[src/rtl/acq_pkg.sv]
`default_nettype none
// ============================================================================
//  Module      : acq_pkg
//  Description : Shared types and constants for the acquisition sequencer:
//                the sequencer state encoding, default timeout constants
//                and the latched-configuration record.
//  Revision    : 1.0 - initial release
// ============================================================================
package acq_pkg;

    // Default timing parameters for acq_sequencer.
    localparam int c_CNT_W_DEF         = 16;
    localparam int c_BUSY_TIMEOUT_DEF  = 64;
    localparam int c_FRAME_TIMEOUT_DEF = 500000;
    localparam int c_RESET_CYCLES_DEF  = 8;

    // Width of the numeric fields in the latched configuration record.
    // CNT_W of the sequencer must not exceed this value.
    localparam int c_CFG_W = 16;

    // Sequencer states, explicitly 3 bits wide.
    typedef enum logic [2:0] {
        IDLE      = 3'd0,
        RESET     = 3'd1,
        ARM       = 3'd2,
        START     = 3'd3,
        WAIT_BUSY = 3'd4,
        WAIT_DONE = 3'd5,
        GAP       = 3'd6,
        DONE      = 3'd7
    } acq_state_t;

    // Configuration captured on an accepted start; frames already has the
    // "0 means 1" substitution applied.
    typedef struct packed {
        logic               continuous;
        logic               dark_first;
        logic [c_CFG_W-1:0] frames;
        logic [c_CFG_W-1:0] int_time;
        logic [c_CFG_W-1:0] gap;
    } acq_cfg_t;

endpackage
`default_nettype wire

[src/rtl/acq_watchdog.sv]
`default_nettype none
// ============================================================================
//  Module      : acq_watchdog
//  Description : Loadable saturating up-counter with synchronous clear and
//                enable; o_tc is high while the count is at or above i_limit.
//  Revision    : 1.0 - initial release
// ============================================================================
module acq_watchdog #(
    parameter int WIDTH = 20
) (
    input  logic             clk,
    input  logic             rst,
    input  logic             i_clear,
    input  logic             i_load,
    input  logic [WIDTH-1:0] i_load_val,
    input  logic             i_en,
    input  logic [WIDTH-1:0] i_limit,
    output logic             o_tc
);

    logic [WIDTH-1:0] r_count;

    // Count while enabled, sticking at all-ones so a long stall never wraps.
    always_ff @(posedge clk or posedge rst) begin
        if (rst) begin
            r_count <= '0;
        end else if (i_clear) begin
            r_count <= '0;
        end else if (i_load) begin
            r_count <= i_load_val;
        end else if (i_en && (r_count != '1)) begin
            r_count <= r_count + 1'b1;
        end
    end

    assign o_tc = (r_count >= i_limit);

endmodule
`default_nettype wire

[src/rtl/acq_sequencer.sv]
`default_nettype none
// ============================================================================
//  Module      : acq_sequencer
//  Description : Drives the timing generator through a multi-frame
//                acquisition: panel reset, optional dark frame, per-frame
//                start/integration, inter-frame gaps, abort handling and
//                busy/frame watchdogs.
//  Revision    : 1.0 - initial release
// ============================================================================
module acq_sequencer
    import acq_pkg::*;
#(
    parameter int CNT_W         = c_CNT_W_DEF,
    parameter int BUSY_TIMEOUT  = c_BUSY_TIMEOUT_DEF,
    parameter int FRAME_TIMEOUT = c_FRAME_TIMEOUT_DEF,
    parameter int RESET_CYCLES  = c_RESET_CYCLES_DEF
) (
    input  logic             clk,
    input  logic             rst,
    input  logic             cmd_start,
    input  logic             cmd_abort,
    input  logic             cfg_continuous,
    input  logic [CNT_W-1:0] cfg_frames,
    input  logic             cfg_dark_first,
    input  logic [CNT_W-1:0] cfg_int_time,
    input  logic [CNT_W-1:0] cfg_gap,
    output logic             tg_frame_start,
    output logic             tg_frame_reset,
    output logic [CNT_W-1:0] tg_integration_time,
    input  logic             tg_frame_busy,
    input  logic             tg_frame_complete,
    output logic             seq_busy,
    output logic             seq_done,
    output logic [CNT_W-1:0] frames_done,
    output logic             dark_active,
    output logic             err_timeout
);

    localparam int c_WD_MAX = (FRAME_TIMEOUT > BUSY_TIMEOUT) ? FRAME_TIMEOUT : BUSY_TIMEOUT;
    localparam int c_WD_W   = $clog2(c_WD_MAX + 1);
    localparam int c_RST_W  = (RESET_CYCLES > 1) ? $clog2(RESET_CYCLES) : 1;
    localparam logic [c_RST_W-1:0] c_RST_LAST = c_RST_W'(RESET_CYCLES - 1);
    localparam logic [CNT_W-1:0]   c_CNT_MAX  = '1;

    acq_state_t         r_state;
    acq_cfg_t           r_cfg;
    logic [c_RST_W-1:0] r_rst_cnt;
    logic [CNT_W-1:0]   r_gap_cnt;
    logic               r_aborting;
    logic               r_busy_q;

    logic               w_frame_end;
    logic [CNT_W-1:0]   w_frames_inc;
    logic               w_target_hit;
    logic               w_wd_clear;
    logic               w_wd_en;
    logic [c_WD_W-1:0]  w_wd_limit;
    logic               w_wd_tc;

    // A completion pulse and a busy falling edge in the same cycle are one frame end.
    assign w_frame_end  = tg_frame_complete | (r_busy_q & ~tg_frame_busy);
    assign w_frames_inc = (frames_done == c_CNT_MAX) ? frames_done : frames_done + 1'b1;
    assign w_target_hit = ~r_cfg.continuous & ~dark_active &
                          (w_frames_inc >= CNT_W'(r_cfg.frames));

    // The watchdog starts from zero on the START cycle and again once busy is seen.
    assign w_wd_clear = (r_state == ARM) | ((r_state == WAIT_BUSY) & tg_frame_busy);
    assign w_wd_en    = (r_state == START) | (r_state == WAIT_BUSY) | (r_state == WAIT_DONE);
    assign w_wd_limit = (r_state == WAIT_DONE) ? c_WD_W'(FRAME_TIMEOUT) : c_WD_W'(BUSY_TIMEOUT);

    acq_watchdog #(
        .WIDTH (c_WD_W)
    ) u_watchdog (
        .clk        (clk),
        .rst        (rst),
        .i_clear    (w_wd_clear),
        .i_load     (1'b0),
        .i_load_val ('0),
        .i_en       (w_wd_en),
        .i_limit    (w_wd_limit),
        .o_tc       (w_wd_tc)
    );

    // Delayed busy, used to detect its falling edge.
    always_ff @(posedge clk or posedge rst) begin
        if (rst) begin
            r_busy_q <= 1'b0;
        end else begin
            r_busy_q <= tg_frame_busy;
        end
    end

    // Sequencer state machine with registered outputs.
    always_ff @(posedge clk or posedge rst) begin
        if (rst) begin
            r_state             <= IDLE;
            r_cfg               <= '0;
            r_rst_cnt           <= '0;
            r_gap_cnt           <= '0;
            r_aborting          <= 1'b0;
            tg_frame_start      <= 1'b0;
            tg_frame_reset      <= 1'b0;
            tg_integration_time <= '0;
            seq_busy            <= 1'b0;
            seq_done            <= 1'b0;
            frames_done         <= '0;
            dark_active         <= 1'b0;
            err_timeout         <= 1'b0;
        end else begin
            tg_frame_start <= 1'b0;
            seq_done       <= 1'b0;
            case (r_state)
                IDLE: begin
                    if (cmd_start) begin
                        r_cfg.continuous <= cfg_continuous;
                        r_cfg.dark_first <= cfg_dark_first;
                        r_cfg.frames     <= (cfg_frames == '0) ? c_CFG_W'(1) : c_CFG_W'(cfg_frames);
                        r_cfg.int_time   <= c_CFG_W'(cfg_int_time);
                        r_cfg.gap        <= c_CFG_W'(cfg_gap);
                        frames_done      <= '0;
                        err_timeout      <= 1'b0;
                        tg_frame_reset   <= 1'b1;
                        r_rst_cnt        <= '0;
                        r_aborting       <= 1'b0;
                        seq_busy         <= 1'b1;
                        r_state          <= RESET;
                    end
                end
                RESET: begin
                    // Also hosts the single-cycle panel reset issued on a mid-frame abort.
                    if (r_aborting || cmd_abort) begin
                        tg_frame_reset <= 1'b0;
                        seq_done       <= 1'b1;
                        r_state        <= DONE;
                    end else begin
                        if (r_rst_cnt == '0) begin
                            dark_active <= r_cfg.dark_first;
                        end
                        if (r_rst_cnt == c_RST_LAST) begin
                            tg_frame_reset      <= 1'b0;
                            tg_integration_time <= dark_active ? '0 : CNT_W'(r_cfg.int_time);
                            r_state             <= ARM;
                        end else begin
                            r_rst_cnt <= r_rst_cnt + 1'b1;
                        end
                    end
                end
                ARM: begin
                    if (cmd_abort) begin
                        seq_done <= 1'b1;
                        r_state  <= DONE;
                    end else begin
                        tg_frame_start <= 1'b1;
                        r_state        <= START;
                    end
                end
                START: begin
                    if (cmd_abort) begin
                        tg_frame_reset <= 1'b1;
                        r_aborting     <= 1'b1;
                        r_state        <= RESET;
                    end else begin
                        r_state <= WAIT_BUSY;
                    end
                end
                WAIT_BUSY: begin
                    if (cmd_abort) begin
                        tg_frame_reset <= 1'b1;
                        r_aborting     <= 1'b1;
                        r_state        <= RESET;
                    end else if (tg_frame_busy) begin
                        r_state <= WAIT_DONE;
                    end else if (w_wd_tc) begin
                        err_timeout <= 1'b1;
                        seq_done    <= 1'b1;
                        r_state     <= DONE;
                    end
                end
                WAIT_DONE: begin
                    // Abort outranks a coincident frame end, so that frame is not counted.
                    if (cmd_abort) begin
                        tg_frame_reset <= 1'b1;
                        r_aborting     <= 1'b1;
                        r_state        <= RESET;
                    end else if (w_frame_end) begin
                        if (dark_active) begin
                            dark_active <= 1'b0;
                        end else begin
                            frames_done <= w_frames_inc;
                        end
                        if (w_target_hit) begin
                            seq_done <= 1'b1;
                            r_state  <= DONE;
                        end else if (r_cfg.gap == '0) begin
                            tg_integration_time <= CNT_W'(r_cfg.int_time);
                            r_state             <= ARM;
                        end else begin
                            r_gap_cnt <= CNT_W'(1);
                            r_state   <= GAP;
                        end
                    end else if (w_wd_tc) begin
                        err_timeout <= 1'b1;
                        seq_done    <= 1'b1;
                        r_state     <= DONE;
                    end
                end
                GAP: begin
                    if (cmd_abort) begin
                        seq_done <= 1'b1;
                        r_state  <= DONE;
                    end else if (r_gap_cnt == CNT_W'(r_cfg.gap)) begin
                        tg_integration_time <= CNT_W'(r_cfg.int_time);
                        r_state             <= ARM;
                    end else begin
                        r_gap_cnt <= r_gap_cnt + 1'b1;
                    end
                end
                DONE: begin
                    dark_active <= 1'b0;
                    seq_busy    <= 1'b0;
                    r_state     <= IDLE;
                end
                default: begin
                    r_state <= IDLE;
                end
            endcase
        end
    end

endmodule
`default_nettype wire

[config.mk]
export PLATFORM = sky130hd
export DESIGN_NAME = acq_sequencer
export DESIGN_NICKNAME = d
export VERILOG_FILES = /design/src/rtl/acq_pkg.sv /design/src/rtl/acq_watchdog.sv /design/src/rtl/acq_sequencer.sv
export SDC_FILE = /design/constraint.sdc
export NUM_CORES = 1
export LEC_CHECK = 0
export BUFFER_PORTS_ARGS = -buffer_cell sky130_fd_sc_hd__buf_2
export CORE_ASPECT_RATIO = 0.5
export CORE_MARGIN = 4
export CORE_UTILIZATION = 55
export CTS_CLUSTER_SIZE = 8
export DETAILED_ROUTE_END_ITERATION = 12
export GPL_TIMING_DRIVEN = 1
export PLACE_DENSITY = 0.84
export SETUP_SLACK_MARGIN = 0.5
export SYNTH_ARGS = -nofsm -noshare
export SYNTH_HDL_FRONTEND = slang
export SYNTH_SLANG_ARGS = --single-unit
[constraint.sdc]
create_clock -name clk -period 6.11 [get_ports clk]
set_input_delay 1.222 -clock clk [delete_from_list [all_inputs] [get_ports clk]]
set_output_delay 1.222 -clock clk [all_outputs]
set_load 0.03 [all_outputs]
==> metrics.md, run 1 <==
| Metric | Value |
|---|---|
| Status | complete, no violations |
| GRT Util Overall | 0.2427 |
| Via Count | about 6.4k |
| Clk buf depth | 2 |
| Cell area power density | 452.1 nW/um2 |
| Num CTS Buffers | 17 |
| Fin crit share | 0.7742 |
| MaxCap Viol Count | 0 |
| Fin crit period | about 4.7 ns |
| Port Buf Inserts | between 90 and 100 |
| Hold Violations, Final | 0 |
| Largest cells by area after synthesis | dfrtp_1 (45%), nand2_1 (10%), ha_1 (5.4%) |
| Worst reg2reg path startpoint | frames_done[4] |
| CP Class | flop to flop |
| Max transition margin | 0.2550 |
| CP Capture Type | flop |
| Comb pwr share | 0.351 |
| Count leader, synth | nand2_1 |
| Post-synth top cells | nand2_1 (199), dfrtp_1 (131), nor2_1 (62) |
| Crit-path slowest cell | nor4_1 |
| Post-CTS Setup Inserts | 0 |
| CP required | between 6 and 7 ns |
| Initial DRC count | roughly 830 |
| Cells along the critical path | and3_1, nand4_1, nor4_1, a31oi_1, nand2_1, xnor2_1, ha_1, a21o_1, a221oi_1, o2bb2ai_1, o31ai_2, nand3b_1, a21oi_2, buf_4, mux2i_1 |
| WL final | 18010 um |
| First-pass GRT wire length | around 30000 um |
| DRT Pass-1 Iters | 5 |
| CP Depth | 15 |
| EDFF count, synth | 0 |
| DR vias/cell | slightly below 6 |
| Yosys cell types | 64 |
| Detail Route Antenna Nets | 0 |
| Reg clk slew, reported paths | approximately 0.07 ns |
| Initial antenna violation count | 0 |
| Post-Syn Area | approximately 7200 um2 |
| Worst path arrival time | roughly 5 ns |
| Die area | between 15000 and 20000 um2 |
| Number of H-tree levels | 4 |
| Starting Density | 0.5662 |
| Buf+Inv Stages, Crit Path | 1 |
| Die span in x | approximately 170 um |
| ANT cells | 0 |
| Worst hold path type | flop to flop |
| Async set-reset flop share out of synthesis | 1.000 |
| Largest net degree at the start of global routing | 90 |
| Layout cells sized above 1 | 0.1590 |
| Synth Register Bits | ~130 |
| RSZ-0062 raised after global routing | no |
| Worst-path fanout max | 16 |
| Fin area | between 8000 and 9000 um2 |
| Syn Area/Cell | just under 9 um2 |
| Setup crit start | frames_done[4] |
| CP delay by family, top | compound AO/OA/AOI/OAI gates |
| Setup crit end | tg_integration_time[13] |
| Syn. warnings | 0 |
| CP startpoint kind | flop |
| Worst-margin pin slew | 1.117 ns |
| Pint | about 2.2 mW |
| Setup TNS | 0 ns |
| CTS Hold Bufs | 0 |
| Cell count of the worst reg-to-reg path | 15 |
| GP Congestion | between 0.9 and 1 |
| Final std cells w/o fill | approximately 1.1k |
| Reg2reg end | tg_integration_time[13] |
| Cells after Synth | roughly 830 |
| Final Max Slew Viols | 0 |
| Commonest register cell after synthesis | dfrtp_1 |
| Die Y | about 89 um |
| CTS tree | yes |
| Worst hold slack | 0.4773 ns |
| Final setup viols | 0 |
| Lkg Pwr | ~4.2 nW |
| NetSw | 1.590 mW |
| Yosys top cell by area | dfrtp_1 |
| Clk root buf | clkbuf_16 |
| WL per Instance | 16.35 um |
| Worst Hold Launch | r_cfg[21] |
| Vias in the first global route | around 6.2k |
| Core Rows | 29 |
| Sw frac | 0.4183 |
| Final Power | ~3.8 mW |
| Remaining global-route overflow | 0 |
| Placed cell area | between 7000 and 8000 um2 |
| VDD IR max | about 0.21 mV |
| Top cell type's share of synthesized area | 0.4546 |
| Crit-path max cell delay | 0.64 ns |
| Clock share of power | 0.271 |
| Final Skew | between 0.01 and 0.015 ns |
| Reg2reg setup slack | roughly 1.4 ns |
| Register area share after synthesis | 0.4546 |
| Synthesized Nets | 919 |
| Fmax | ~210 MHz |
| Flop pwr share | 0.379 |
| HPWL Detailed | about 12000 um |
| Post-cts sizing count | 0 |
| Total Nets Final | between 1k and 1.5k |
| Area delta synth->final | 16.57% |
| Clock Sink Count | about 130 |
| Worst-skew pair later-pin latency | 0.43 ns |
| Top-Level Pins | 94 |
| Post-Place Cells | roughly 1.1k |
| Placeable Area | between 10000 and 15000 um2 |
| DRC | 0 |
-- area by class of cell --
| class | instances | area, um2 |
|---|---|---|
| sequential | 131 | 3278 |
| fill | 977 | 4330 |
| timing repair buffer | 99 | 510.5 |
| multi-input combinational | 618 | 3605 |
| tap | 170 | 212.7 |
| clock buffer | 17 | 425.4 |
| inverter | 51 | 193.9 |
| clock inverter | 15 | 180.2 |
-- flip-flops by register name, indices dropped and copies added, names as in the netlist --
| register | cells |
|---|---|
| seq_done | 1 |
| tg_integration_time | 16 |
| err_timeout | 1 |
| r_busy_q | 1 |
| r_rst_cnt | 3 |
| frames_done | 16 |
| r_state | 3 |
| u_watchdog.r_count | 19 |
| seq_busy | 1 |
| r_gap_cnt | 16 |
| r_aborting | 1 |
| dark_active | 1 |
| tg_frame_start | 1 |
| r_cfg | 50 |
| tg_frame_reset | 1 |
-- per-stage QoR --
step	util	worst slack, ns
finish	0.6600	1.379
global route	0.6600	0.9503
CTS	0.6600	1.415
detailed placement	0.6124	1.551
global placement	0.6124	1.786
floorplan	-	1.390
-- power groups by stage --
stage	sequential, mW	combinational, mW	clock, mW
4_1_cts	1.43	1.33	1.03
3_3_place_gp	1.43	1.26	0
5_1_grt	1.48	1.50	1.07
3_5_place_dp	1.44	1.32	0
2_1_floorplan	1.48	0.908	0
6_report	1.44	1.33	1.03
-- logic make-up after synthesis --
kind of cell	after synthesis	synth area share
adder cells (fa/ha/maj)	31	0.05379
AND/OR/NAND/NOR	379	0.2393
XOR/XNOR	39	0.04737
flip-flops	131	0.4546
buffers and inverters	83	0.04616
multiplexers	22	0.03089
AO/OA/AOI/OAI	147	0.1279
-- per-layer routing --
metal  GRT usage  wire, um
met5           0         0
met4     0.09058       406
met2      0.4031      8497
met3     0.04417       928
met1      0.3261      8172
-- cells in the final DEF (no fill, tap or decap), types with 20 or more instances in the layout --
master	count
ha_1	31
mux2i_1	20
nor2_1	62
o21ai_0	55
xor2_1	24
dfrtp_1	131
buf_2	93
inv_1	49
a21oi_1	33
nand2_1	199
-- worst min-delay path: stages (launching register included) --
cell     delay [ns]
dfrtp_1        0.34
nand2_1        0.05
nand2_1        0.06
-- how the worst min path moves through the flow --
stage / to / slack, ns / cells past startpoint
global placement: r_cfg[26] / 0.46 / 2
floorplan: r_cfg[16] / 0.45 / 2
global route: r_cfg[25] / 0.50 / 2
CTS: r_cfg[20] / 0.48 / 2
detailed placement: r_cfg[20] / 0.46 / 2
finish: r_cfg[21] / 0.48 / 2
Power figures use the tool's default switching activity.
==> inputs of run 2 (changes only) <==
--- a/config.mk
+++ b/config.mk
@@ -8,11 +8,11 @@
 export BUFFER_PORTS_ARGS = -buffer_cell sky130_fd_sc_hd__buf_2
 export CORE_ASPECT_RATIO = 0.5
 export CORE_MARGIN = 4
-export CORE_UTILIZATION = 55
+export CORE_UTILIZATION = 53
 export CTS_CLUSTER_SIZE = 8
 export DETAILED_ROUTE_END_ITERATION = 12
 export GPL_TIMING_DRIVEN = 1
-export PLACE_DENSITY = 0.84
+export PLACE_DENSITY = 0.85
 export SETUP_SLACK_MARGIN = 0.5
 export SYNTH_ARGS = -nofsm -noshare
 export SYNTH_HDL_FRONTEND = slang
==> constraint.sdc (replaced) <==
create_clock -name clk -period 4.1 [get_ports clk]
set_input_delay 0.82 -clock clk [delete_from_list [all_inputs] [get_ports clk]]
set_output_delay 0.82 -clock clk [all_outputs]
set_load 0.03 [all_outputs]
==> metrics.md, run 2 (same netlist as run 1, synthesis figures left out) <==
| Metric | Value |
|---|---|
| Die area | about 16000 um2 |
| Setup TNS | 0 ns |
| Regs by FF count | r_cfg x50, u_watchdog.r_count x19 |
| Worst Hold Launch | r_cfg[20] |
| CTS Hold Bufs | 0 |
| Grt met3 use | 0.05813 |
| Layout cells sized above 1 | 0.2573 |
| First-pass GRT wire length | roughly 34000 um |
| Die span in x | ~170 um |
| Num CTS Buffers | 17 |
| Most flop-heavy register | r_cfg |
| Total Nets Final | roughly 1.1k |
| DRT Pass-1 Iters | 7 |
| Grt peak-use layer | met2 |
| Clk root buf | clkbuf_16 |
| Cell area power density | ~700 nW/um2 |
| CP Capture Type | flop |
| Clk buf depth | 2 |
| VDD IR max | roughly 0.34 mV |
| Met2 Use GR | 0.4443 |
| ANT cells | 0 |
| WL per Instance | ~22 um |
| Port Buf Inserts | 93 |
| CP startpoint kind | flop |
| GP Congestion | 0.9007 |
| RSZ-0062 raised after global routing | yes |
| Top-Level Pins | 94 |
| CP Class | flop to flop |
| Fin crit period | approximately 4 ns |
| DR vias/cell | roughly 6.5 |
| Worst hold slack | about 0.48 ns |
| Starting Density | 0.5551 |
| # fillers | slightly above 800 |
| Final Skew | 0.01316 ns |
| HPWL Detailed | ~13000 um |
| Placeable Area | roughly 13000 um2 |
| Die Y | about 90 um |
| Worst-skew pair later-pin latency | 0.44 ns |
| Fmax | around 250 MHz |
| Worst reg2reg path startpoint | frames_done[6] |
| Detail Route Antenna Nets | 0 |
| Worst-margin pin slew | about 1.2 ns |
| Largest net degree at the start of global routing | between 60 and 70 |
| Area delta synth->final | 29.88% |
| Reg clk slew, reported paths | roughly 0.07 ns |
| Worst-path fanout max | 8 |
| Via Count | ~7.5k |
| MaxCap Viol Count | 0 |
| Reg2reg end | tg_integration_time[3] |
| Most frequent cells in the layout | nand2_1 (196), dfrtp_1 (126), buf_2 (93) |
| Status | complete, no violations |
| Final Max Slew Viols | 0 |
| Worst hold path type | flop to flop |
| Worst path arrival time | around 4.4 ns |
| Hold Violations, Final | 0 |
| WL final | about 25000 um |
| DRC | 0 |
| Max reg flops | 50 |
| Final setup viols | 0 |
| GRT Util Overall | 0.2626 |
| Core Rows | 29 |
| Clock Sink Count | between 100 and 150 |
| Number of H-tree levels | 4 |
| Reg2reg setup slack | between 0.06 and 0.07 ns |
| CP required | between 4 and 5 ns |
| Remaining global-route overflow | 0 |
| Hold EP | r_cfg[20] |
| Fin crit share | 0.9833 |
| GR Util met1 | 0.3228 |
| Initial antenna violation count | 0 |
| Hold depth | 2 |
| Vias in the first global route | slightly below 7k |
| Initial DRC count | about 1.1k |
| Cell count of the worst reg-to-reg path | 17 |
| CTS tree | yes |
| Most common cell after layout, fill and taps aside | nand2_1 |
| Lkg Pwr | roughly 4.6 nW |
| Max transition margin | 0.2100 |
[run 2: worst max path at each step]
stage | from | to
detailed placement | frames_done[8] | r_gap_cnt[10]
CTS | frames_done[6] | r_gap_cnt[6]
floorplan | frames_done[4] | r_gap_cnt[6]
finish | frames_done[6] | tg_integration_time[3]
global route | frames_done[7] | tg_integration_time[12]
global placement | frames_done[8] | r_gap_cnt[6]
[run 2: layout make-up]
type,instances,area [um2],share of cell area
flip-flops and latches,131,3284,0.3507
well taps,170,212.7,0.02271
inverters,51,195.2,0.02084
clock inverters,14,188.9,0.02017
multi-input cells,618,4029,0.4302
clock buffers,18,439.2,0.04689
repair buffers,155,1016,0.1085
[run 2: power breakdown]
part	total [mW]	switching, mW	internal [mW]
clock	1.67	0.675	0.993
combinational	2.64	1.64	0.998
sequential	2.16	0.428	1.73
[run 2: metal layers]
layer / vias to the layer above / share of wire
met4: 0 / 0.077
met5: - / 0
met2: 628 / 0.45
li1: 3142 / -
met3: 217 / 0.10
met1: 3500 / 0.37
[run 2: metrics by stage]
| stage | area [um2] | total power [mW] | worst slack, ns | std cells | utilization |
|---|---|---|---|---|---|
| CTS | 8957 | 5.938 | 0.3437 | 1146 | 0.6896 |
| global route | 9365 | 6.740 | 0.04303 | 1157 | 0.7210 |
| global placement | 7931 | 4.059 | 0.2883 | 1078 | 0.6106 |
| floorplan | 7286 | 3.588 | 0.1029 | 832 | - |
| finish | 9365 | 6.467 | 0.06863 | 1157 | 0.7210 |
| detailed placement | 7931 | 4.161 | 0.1227 | 1078 | 0.6106 |
[run 2: critical path, cell delays in order (launching register included)]
cell	delay, ns
dfrtp_1	0.40
and3_4	0.20
nand4_1	0.11
buf_6	0.16
nor4_4	0.26
a31oi_4	0.19
nand2_2	0.14
xnor2_2	0.14
ha_1	0.28
a21o_1	0.22
a221oi_2	0.27
o2bb2ai_2	0.13
buf_4	0.16
o31ai_4	0.28
nand3b_1	0.19
a21oi_4	0.33
clkbuf_16	0.23
mux2i_1	0.23
[run 2: timing repair]
item	4_1_cts	5_1_grt
gates resized for setup	27	61
setup buffers	36	10
setup endpoints to repair	35	36
pin swaps	15	28
cloned	0	1
==> inputs of run 3 (changes only) <==
--- a/config.mk
+++ b/config.mk
@@ -16,4 +16,5 @@
 export SETUP_SLACK_MARGIN = 0.5
 export SYNTH_ARGS = -nofsm -noshare
 export SYNTH_HDL_FRONTEND = slang
+export SYNTH_HIERARCHICAL = 1
 export SYNTH_SLANG_ARGS = --single-unit
==> metrics.md, run 3 <==
| Metric | Value |
|---|---|
| Status | complete, no violations |
| GRT Util Overall | 0.2360 |
| CP Class | flop to flop |
| Synth Area in Compound Gates | 0.1459 |
| Hold depth | 1 |
| Initial antenna violation count | 0 |
| Hold EP | r_cfg[17] |
| Worst path arrival time | a little over 4 ns |
| Most frequent cells in the layout | dfrtp_1 (118), buf_2 (93), nand2_1 (71) |
| Post-Syn Area | around 8000 um2 |
| Die Y | 93.82 um |
| Number of H-tree levels | 4 |
| Grt met3 use | 0.04408 |
| MaxCap Viol Count | 0 |
| Worst-margin pin slew | approximately 1.2 ns |
| Crit-path slowest cell | nor4_2 |
| Main combinational cell family by area after synthesis | simple AND/OR/NAND/NOR gates |
| Post-place setup slack | between 0.2 and 0.25 ns |
| Top cell type's share of synthesized area | 0.4199 |
| Cells after Synth | between 800 and 900 |
| Worst hold slack | approximately 0.51 ns |
| Commonest register cell after synthesis | dfrtp_1 |
| GR Util met1 | 0.3090 |
| DR vias/cell | a little under 6 |
| Cell count of the worst reg-to-reg path | 13 |
| HPWL Detailed | between 10000 and 15000 um |
| Fin worst setup slack | between 0.4 and 0.5 ns |
| Clock Sink Count | about 130 |
| Mux share of post-synthesis cell area | 0.07485 |
| Post-Synth XOR/XNOR Area | 0.05273 |
| CP delay by family, top | compound AO/OA/AOI/OAI gates |
| Post-Synth Adder-Cell Area | 0.06572 |
| Worst reg2reg path startpoint | frames_done[5] |
| First-pass GRT wire length | 32620 um |
| Top-Level Pins | 94 |
| Hold Violations, Final | 0 |
| Area share of and/or/nand/nor cells after synthesis | 0.1854 |
| Worst Hold Launch | r_cfg[17] |
| Largest cells by area after synthesis | dfrtp_1 (42%), ha_1 (6.6%), mux2_2 (5.0%) |
| Finished Core Util | 0.6642 |
| Yosys top cell by area | dfrtp_1 |
| Cell area power density | between 600 and 700 nW/um2 |
| Lkg Pwr | 4.499 nW |
| CP Capture Type | flop |
| Cells along the critical path | and4_1, nand3_1, nor4_2, xor2_1, ha_1, a21oi_1, o21ai_0, a22oi_1, a311oi_2, buf_4, a211oi_4, clkbuf_16, mux2i_1 |
| Worst hold path type | flop to flop |
| Initial DRC count | just over 600 |
| CP startpoint kind | flop |
| Crit-path max cell delay | 0.49 ns |
| CP required | roughly 4.4 ns |
| Max reg flops | 50 |
| Final std cells w/o fill | 1195 |
| Post-synth top cells | dfrtp_1 (131), nand2_1 (73), inv_1 (68) |
| Clk root buf | clkbuf_16 |
| Layout cells sized above 1 | 0.2487 |
| Count leader, synth | dfrtp_1 |
| RSZ-0062 raised after global routing | no |
| Synth Register Bits | 131 |
| GP Congestion | roughly 0.93 |
| Register area share after synthesis | 0.4199 |
| CTS tree | yes |
| Final Max Slew Viols | 0 |
| Area delta synth->final | 22.78% |
| DRC | 0 |
| Fin crit period | roughly 3.7 ns |
| Grt peak-use layer | met2 |
| Placed cell area | approximately 8600 um2 |
| Remaining global-route overflow | 0 |
| Reg2reg setup slack | 0.40 ns |
| Port Buf Inserts | between 90 and 100 |
| Die area | 16850 um2 |
| Syn Area/Cell | between 9 and 10 um2 |
| Fin crit share | 0.9013 |
| Final Skew | between 0.01 and 0.015 ns |
| Placeable Area | around 14000 um2 |
| Final Power | 6.361 mW |
| VDD IR max | 0.3460 mV |
| Largest net degree at the start of global routing | 57 |
| Core Rows | 31 |
| Setup TNS | 0 ns |
| # fillers | ~1.1k |
| Final setup viols | 0 |
| Most common cell after layout, fill and taps aside | dfrtp_1 |
| Regs by FF count | r_cfg x50, u_watchdog/r_count x19 |
| DRT Pass-1 Iters | 6 |
| WL per Instance | between 15 and 20 um |
| Clk buf depth | 2 |
| Met2 Use GR | 0.3972 |
| Num CTS Buffers | 17 |
| EDFF count, synth | 0 |
| Worst-skew pair later-pin latency | 0.42 ns |
| Most flop-heavy register | r_cfg |
| Reg2reg end | tg_integration_time[5] |
| WL final | around 21000 um |
| Post-Place Cells | approximately 1.1k |
| Fmax | roughly 270 MHz |
| Detail Route Antenna Nets | 0 |
| Buf+Inv Stages, Crit Path | 2 |
| Async set-reset flop share out of synthesis | 1.000 |
| Yosys cell types | 68 |
| Worst-path fanout max | 10 |
| Via Count | ~7k |
| Reg clk slew, reported paths | approximately 0.060 ns |
| Die span in x | between 150 and 200 um |
| Vias in the first global route | between 6k and 7k |
| Starting Density | 0.5410 |
| Max transition margin | 0.1893 |
| Total Nets Final | between 1k and 1.5k |
| ANT cells | 0 |
| Fin area | around 9600 um2 |
| Syn. warnings | 6 |
run 3: worst max-delay path by stage:
stage / from / end / slack (ns) / depth (start not counted)
global route: frames_done[10] / tg_integration_time[5] / 0.29 / 16
detailed placement: frames_done[4] / r_gap_cnt[0] / 0.22 / 12
global placement: frames_done[0] / r_gap_cnt[0] / 0.37 / 12
floorplan: frames_done[4] / r_gap_cnt[0] / 0.47 / 12
finish: frames_done[5] / tg_integration_time[5] / 0.40 / 13
CTS: frames_done[5] / tg_integration_time[15] / 0.51 / 15
run 3: kinds of logic after synthesis:
group,after synthesis
AO/OA/AOI/OAI,179
XOR/XNOR,47
adder cells (fa/ha/maj),41
buffers and inverters,104
flip-flops,131
multiplexers,54
other,1
AND/OR/NAND/NOR,272
run 3: timing repair:
action | in CTS | in global routing
pin swaps | 3 | 13
buffers inserted | 3 | 25
hold buffers | 0 | 0
endpoints found under the setup margin | 33 | 35
cloned | 0 | 1
resized for setup | 3 | 31
run 3: worst register-to-register path: cells and delay by family (launching register included):
kind                       cells  cell delay (ns)
adders and majority gates      1             0.26
and+or+nand+nor                3             1.01
xor gates and xnor gates       1             0.19
buffers and inverters          2             0.42
AOI/OAI and AO/OA              5             1.08
muxes                          1             0.19
DFF                            1             0.47
run 3: area by class of cell:
| type | count | area (um2) | share of cell area |
|---|---|---|---|
| clock inverter | 12 | 166.4 | 0.01736 |
| clock buffer | 20 | 446.7 | 0.04661 |
| sequential | 131 | 3294 | 0.3437 |
| inverter | 71 | 270.3 | 0.02820 |
| multi-input combinational | 630 | 4350 | 0.4539 |
| tap | 198 | 247.7 | 0.02585 |
| timing repair buffer | 133 | 808.3 | 0.08433 |
run 3: power breakdown:
part	internal, mW	total (mW)	switching (mW)	leakage (nW)
registers	1.77	2.19	0.425	1.60
clock network	0.987	1.60	0.611	0.293
logic	1.01	2.57	1.57	2.61
run 3: routing by layer:
metal  up-vias  wire length (um)  share of wire
met1      3378              8846           0.42
met3        75              1434          0.068
met4         0               657          0.031
li1       3235                 -              -
met2       338             10190           0.48
met5         -                 0              0
